[src/rtl/apb_uart_arb.sv]
// Round-robin arbiter sharing the UART APB slave port between the CPU bridge (0) and the byte mover (1).
// Optional UART_ARB_LOCK_EN adds LOCK0/LOCK1 so a requester can hold the bus for atomic sequences.
module apb_uart_arb #(
  parameter int AW = 32,
  parameter int DW = 32
) (
  input  logic          PCLK,
  input  logic          PRST_N,
  input  logic          REQ0,
  input  logic          REQ1,
  input  logic          WRITE0,
  input  logic          WRITE1,
  input  logic [AW-1:0] ADDR0,
  input  logic [AW-1:0] ADDR1,
  input  logic [DW-1:0] WDATA0,
  input  logic [DW-1:0] WDATA1,
`ifdef UART_ARB_LOCK_EN
  input  logic          LOCK0,
  input  logic          LOCK1,
`endif
  output logic          GNT0,
  output logic          GNT1,
  output logic          DONE0,
  output logic          DONE1,
  output logic [DW-1:0] RDATA,
  output logic          BUSY,
  output logic          PSEL,
  output logic          PENABLE,
  output logic          PWRITE,
  output logic [AW-1:0] PADDR,
  output logic [DW-1:0] PWDATA,
  input  logic [DW-1:0] PRDATA
);

  typedef enum logic [1:0] {S_IDLE, S_SETUP, S_ACCESS} state_t;

  state_t        state_q, state_d;
  logic          ptr_q, ptr_d;
  logic          owner_q, owner_d;
  logic          locked_q, locked_d;
  logic          psel_q, psel_d;
  logic          penable_q, penable_d;
  logic          pwrite_q, pwrite_d;
  logic [AW-1:0] paddr_q, paddr_d;
  logic [DW-1:0] pwdata_q, pwdata_d;
  logic [DW-1:0] rdata_q, rdata_d;
  logic          done0_q, done0_d;
  logic          done1_q, done1_d;
  logic          req_eff0, req_eff1, win, gnt0_c, gnt1_c;

  always_comb begin
    state_d   = state_q;
    ptr_d     = ptr_q;
    owner_d   = owner_q;
    locked_d  = locked_q;
    psel_d    = psel_q;
    penable_d = penable_q;
    pwrite_d  = pwrite_q;
    paddr_d   = paddr_q;
    pwdata_d  = pwdata_q;
    rdata_d   = rdata_q;
    done0_d   = 1'b0;
    done1_d   = 1'b0;
    req_eff0  = REQ0;
    req_eff1  = REQ1;
    win       = 1'b0;
    gnt0_c    = 1'b0;
    gnt1_c    = 1'b0;
    case (state_q)
      S_IDLE: begin
`ifdef UART_ARB_LOCK_EN
        // A held lock masks the other requester until the owner lets REQ go.
        if (locked_q) begin
          if (owner_q ? REQ1 : REQ0) begin
            req_eff0 = REQ0 & ~owner_q;
            req_eff1 = REQ1 & owner_q;
          end else begin
            locked_d = 1'b0;
          end
        end
`endif
        win = (req_eff0 && req_eff1) ? ptr_q : req_eff1;
        if (req_eff0 || req_eff1) begin
          gnt0_c   = ~win;
          gnt1_c   = win;
          pwrite_d = win ? WRITE1 : WRITE0;
          paddr_d  = win ? ADDR1 : ADDR0;
          pwdata_d = win ? WDATA1 : WDATA0;
          owner_d  = win;
          ptr_d    = ~win;
          psel_d   = 1'b1;
          state_d  = S_SETUP;
`ifdef UART_ARB_LOCK_EN
          locked_d = win ? LOCK1 : LOCK0;
          if (locked_d) ptr_d = ptr_q;
`endif
        end
      end
      S_SETUP: begin
        penable_d = 1'b1;
        state_d   = S_ACCESS;
      end
      S_ACCESS: begin
        psel_d    = 1'b0;
        penable_d = 1'b0;
        done0_d   = ~owner_q;
        done1_d   = owner_q;
        if (!pwrite_q) rdata_d = PRDATA;
        state_d   = S_IDLE;
      end
      default: begin
        psel_d    = 1'b0;
        penable_d = 1'b0;
        state_d   = S_IDLE;
      end
    endcase
  end

  always_ff @(posedge PCLK or negedge PRST_N) begin
    if (!PRST_N) begin
      state_q   <= S_IDLE;
      ptr_q     <= 1'b0;
      owner_q   <= 1'b0;
      locked_q  <= 1'b0;
      psel_q    <= 1'b0;
      penable_q <= 1'b0;
      pwrite_q  <= 1'b0;
      paddr_q   <= '0;
      pwdata_q  <= '0;
      rdata_q   <= '0;
      done0_q   <= 1'b0;
      done1_q   <= 1'b0;
    end else begin
      state_q   <= state_d;
      ptr_q     <= ptr_d;
      owner_q   <= owner_d;
      locked_q  <= locked_d;
      psel_q    <= psel_d;
      penable_q <= penable_d;
      pwrite_q  <= pwrite_d;
      paddr_q   <= paddr_d;
      pwdata_q  <= pwdata_d;
      rdata_q   <= rdata_d;
      done0_q   <= done0_d;
      done1_q   <= done1_d;
    end
  end

  // Grants are decided combinationally in IDLE so a new SETUP can follow the DONE cycle directly.
  assign GNT0    = gnt0_c & PRST_N;
  assign GNT1    = gnt1_c & PRST_N;
  assign DONE0   = done0_q;
  assign DONE1   = done1_q;
  assign RDATA   = rdata_q;
  assign BUSY    = (state_q != S_IDLE);
  assign PSEL    = psel_q;
  assign PENABLE = penable_q;
  assign PWRITE  = pwrite_q;
  assign PADDR   = paddr_q;
  assign PWDATA  = pwdata_q;

endmodule
[config.mk]
export PLATFORM = sky130hd
export DESIGN_NAME = apb_uart_arb
export DESIGN_NICKNAME = d
export VERILOG_FILES = /design/src/rtl/apb_uart_arb.sv
export SDC_FILE = /design/constraint.sdc
export NUM_CORES = 1
export LEC_CHECK = 0
export ABC_AREA = 1
export BUFFER_PORTS_ARGS = -buffer_cell sky130_fd_sc_hd__buf_4
export CELL_PAD_IN_SITES_DETAIL_PLACEMENT = 0
export CELL_PAD_IN_SITES_GLOBAL_PLACEMENT = 1
export CORE_AREA = 2 2 122 124
export DETAILED_ROUTE_END_ITERATION = 8
export DIE_AREA = 0 0 124 126
export PLACE_DENSITY_LB_ADDON = 0.1
export SETUP_SLACK_MARGIN = 0.3
export SLEW_MARGIN = 20
export SYNTH_ARGS = -nofsm -noshare
export SYNTH_HDL_FRONTEND = slang
export SYNTH_SLANG_ARGS = --single-unit
[constraint.sdc]
create_clock -name PCLK -period 3.3 [get_ports PCLK]
set_input_delay 0.66 -clock PCLK [delete_from_list [all_inputs] [get_ports PCLK]]
set_output_delay 0.66 -clock PCLK [all_outputs]
set_load 0.02 [all_outputs]
[Yosys cells after proc, flatten, opt, wreduce, memory -nomap -nowiden]
Cells that the tools add are included.
Storage, ports and cells
  output and inout port bits: 104
  flip-flop bits (word level): 105
  bits in read-only memories: 0
  word-level logic and storage cells: 42
  input bits: 166
  memories kept: 0
  RAM bits: 0
  latch bits: 0
Cells by class
  add/sub/neg operators: 0
  multipliers: 0
  div/mod/pow operators: 0
  multiplexer cells: 15
  magnitude comparators: 0
  reductions and logical operators: 7
  shift operators: 0
  equal/unequal tests: 3
  bitwise logic cells: 6
Operators with widths (number)
  $mux W32: 2
  $mux W1: 9
  $reduce_and A2 Y1: 3
  $not A1 Y1: 4
  $pmux W1 S2: 2
  $pmux W2 S2: 1
  $and A1 B1 Y1: 2
  $eq A2 B1 Y1 const B: 1
  $eq A2 B2 Y1 const B: 1
  $logic_not A2 Y1: 1
  $mux W2: 1
  $ne A2 B2 Y1 const B: 1
  $reduce_bool A2 Y1: 1
  $logic_and A1 B1 Y1: 1
  $logic_or A1 B1 Y1: 1

[Logic depth before layout (Yosys ltp)]
  word-level depth: 6
  gate-level depth with buffers: 6
  depth with buffers taken out: 4

[Worst setup path before layout]
No wires, ideal clock.
  path type: input to output
  start point: in REQ0
  end point: out GNT0
  buffers on the path: 1
  path slack: 1235 ps
  data required time: 2640 ps
  stages: 5
  arrival time: 1405 ps
  cell sequence: inv_1 -> a21oi_1 -> buf_2 -> nand2_1 -> nor2_1
Between the ends
  word-level cells in the longest chain between the ends: 6
  elaborated cells between the ends (all ways): 7
  classes of those cells: 3 x mux; 2 x bitwise; 2 x reduce/logical
RTL lines
  start: declaration: line 9  | input logic REQ0,
  $logic_and A1 B1 Y1: line 82  | win = (req_eff0 && req_eff1) ? ptr_q : req_eff1;
  $mux W1: line 82
  $not A1 Y1: line 84  | gnt0_c = ~win;
  $mux W1 *: line 83  | if (req_eff0 || req_eff1) begin
  $mux W1 *: line 69  | case (state_q)
  $and A1 B1 Y1 *: line 150  | assign GNT0 = gnt0_c & PRST_N;
  end: declaration: line 21  | output logic GNT0,
Every way passes the cells marked *; elsewhere a longest branch is shown, timed or not.

[Final worst setup path]
  start point: reg state_q[1]
  end point: out GNT0
Between the ends
  word-level cells in the longest chain between the ends: 3
RTL lines
  start: declaration: line 37  | state_t state_q, state_d;
  start signal: assignment: line 134  | state_q <= state_d;
  $logic_not A2 Y1: line 69
  $mux W1: line 69
  $and A1 B1 Y1: line 150
No other way between the ends.

==> impl_metrics.tcl <==
set metrics [dict create \
    syn_nets 701 \
    power_uw 6870 \
    synth.most_common_cell "nand3_1" \
    drive_above_1_share_pct 37.92 \
    synth_edf_count 0 \
    synthCells 535 \
    cap_viol_max_count 0 \
    critical_path_class "reg -> out" \
    grt_pass1_wl_um 24320 \
    crit_arrival_ns 1.82 \
    holdPathStages 1 \
    drtIter0Drc 317 \
    status "completed" \
    initial_core_util_pct 32.64 \
    r2r_setup_slack_ns 1.24 \
    antenna_left 0 \
    fin_ws_ns 0.8171 \
    fillers 1401 \
    port_buffers 269 \
    synth_top_area_share_pct 56.24 \
    routedWlPerCell_um 16.17 \
    syn_area_mm2 0.004672 \
    critPathLaunchType "register" \
    yosysTopAreaCell "dfrtp_1" \
    drv_slew 0 \
    area_delta_synth_final_pct 51.34 \
    drc_errors 0 \
    antenna_found_initial 0 \
    core-area_mm2 0.01431 \
    tightest_slew_ns 0.8294 \
    p_leak_uw 0.003710 \
    place_congestion 0.7587 \
    max_freq_mhz 402.8 \
    grtUsageTotal_pct 20.11 \
    n_antenna_cell 0 \
    ctsHoldBuffers 0 \
    tns_ns 0 \
    syn-mean-instance-area_um2 8.733 \
    rsz0062_at_grt "false" \
    hpwl_um 10720 \
    synth-seq-cells 105 \
    yosysUniqueCellTypes 15 \
    slew_headroom_pct 44.70 \
    clkSinkCount 105 \
    setup_violations 0 \
    cts_resized 0 \
    clk_latency_ns 0.34 \
    hold_viol 0 \
    fin_crit_sh_pct 75.24 \
    path_cells "nor2_4 -> buf_4 -> nand2_1 -> nor2_1 -> buf_4" \
    grt_max_degree 69 \
    cts_buffers 9 \
    critPathMaxStageDelay_ns 0.48 \
    grt.overflow.total 0 \
    required_ns 2.64 \
    cp_slowest_cell "dfrtp_1" \
    die-area_mm2 0.01562 \
    worst_ir_drop_vdd_mv 0.4310 \
    synth_area_leaders "dfrtp_1 (56%), nand3_1 (14%), nand4_1 (8.7%), nand2_1 (8.0%), o21ai_0 (3.7%)" \
    fin_skew_ns 0.005840 \
    cts_tree "built" \
    hold_path_class "reg -> reg" \
    grt_pass1_vias 4772 \
    cts_htree_levels 3 \
    io_pins 270 \
    nNetsFinal 942 \
    vias_per_cell 4.953 \
    r2r_cells 6 \
    vias 4765 \
    drtPass1Iterations 4 \
    end_kind "output port" \
    synth-main-ff-cell "dfrtp_1" \
    post_cts_buffers 0 \
    place_ws_ns 0.8988 \
    cpMostUsedCell "buf_4" \
    die_y_um 126 \
    fp-row-count 44 \
    wirelength_um 15560 \
    clockBufferDepth 2 \
    synth_common_cells "nand3_1 (131), dfrtp_1 (105), nand2_1 (100), nand4_1 (65), inv_1 (40)" \
    yosysSeqAreaShare_pct 56.24 \
    fin_crit_ns 2.483 \
    ys_warn_count 0 \
    path_clk_slew_ns 0.06 \
    power_density_mw_per_mm2 971.6 \
    crit_path_max_fanout 44 \
    cts-root-buf "clkbuf_16" \
    die_w_um 124 \
    async_reset_ff_share_pct 100.0 \
]
==> area by class of cell <==
| class | instances | area [µm²] | area share, % |
|---|---|---|---|
| clock buffer | 13 | 270.3 | 3.822 |
| inverter | 40 | 150.1 | 2.124 |
| multi-input combinational | 342 | 1705 | 24.12 |
| sequential | 105 | 2628 | 37.16 |
| tap | 184 | 230.2 | 3.256 |
| timing repair buffer | 278 | 2087 | 29.52 |
==> registers in the layout (all words and copies together) (netlist names), 2 cells and up <==
signal   flops
PADDR       32
PWDATA      32
RDATA       32
state_q      2
==> metal layers <==
layer / share of wire (%) / global-route usage (%) / vias up
li1: - / - / 2320
met5: 0 / 0 / -
met1: 39 / 24.68 / 2242
met3: 7.9 / 4.529 / 18
met2: 51 / 34.55 / 185
met4: 1.6 / 7.006 / 0
==> report_power, final <==
part	switching (µW)	leakage, µW	internal [µW]
Combinational	2180	0.00228	1390
Sequential	381	0.00130	1920
Clock	443	0.000134	562
Total	3000	0.00371	3870
==> worst max-delay path: cells and delay by family (launching register included) <==
| family | cells | cell delay, ns |
|---|---|---|
| simple gates | 3 | 0.42 |
| buf+inv | 2 | 0.58 |
| flops | 1 | 0.48 |
==> metrics by stage <==
stage               utilization, %  instance area [µm²]  std cells  hold WS [ns]
detailed placement           47.45                 6792        949        0.4151
finish                       49.40                 7071        962        0.4198
global placement             47.45                 6792        949        0.4142
global route                 49.40                 7071        962        0.4429
CTS                          49.34                 7062        962        0.4247
floorplan                        -                 4672        535        0.3644
==> layout by cell type, fill, tap and decap left out <==
cell,instances
nand3_1,131
clkbuf_8,3
a21oi_4,1
dfrtp_1,105
nor2_4,1
nor2_1,7
nand2_2,1
o21ai_4,1
buf_4,278
clkbuf_1,1
nand2_1,99
clkbuf_16,9
o21ai_0,35
nand4_1,65
nand3b_4,1
inv_1,40
==> kinds of logic after synthesis <==
family          count (synthesis)  synth area share, %
simple gates                  305                31.82
compound gates                 37                4.044
buf+inv                        88                7.900
flops                         105                56.24
==> worst paths after layout <==
kind	from	end
setup / recovery	state_q[1]$_DFFE_PN0P_	GNT0
hold / removal	owner_q$_DFFE_PN0P_	DONE0$_DFF_PN0_
setup reg to reg	state_q[1]$_DFFE_PN0P_	PWDATA[1]$_DFFE_PN0P_
hold reg to reg	owner_q$_DFFE_PN0P_	DONE0$_DFF_PN0_
max in group asynchronous	PRST_N	RDATA[30]$_DFFE_PN0P_
min in group asynchronous	PRST_N	PWDATA[26]$_DFFE_PN0P_
Power figures use the tool's default switching activity.
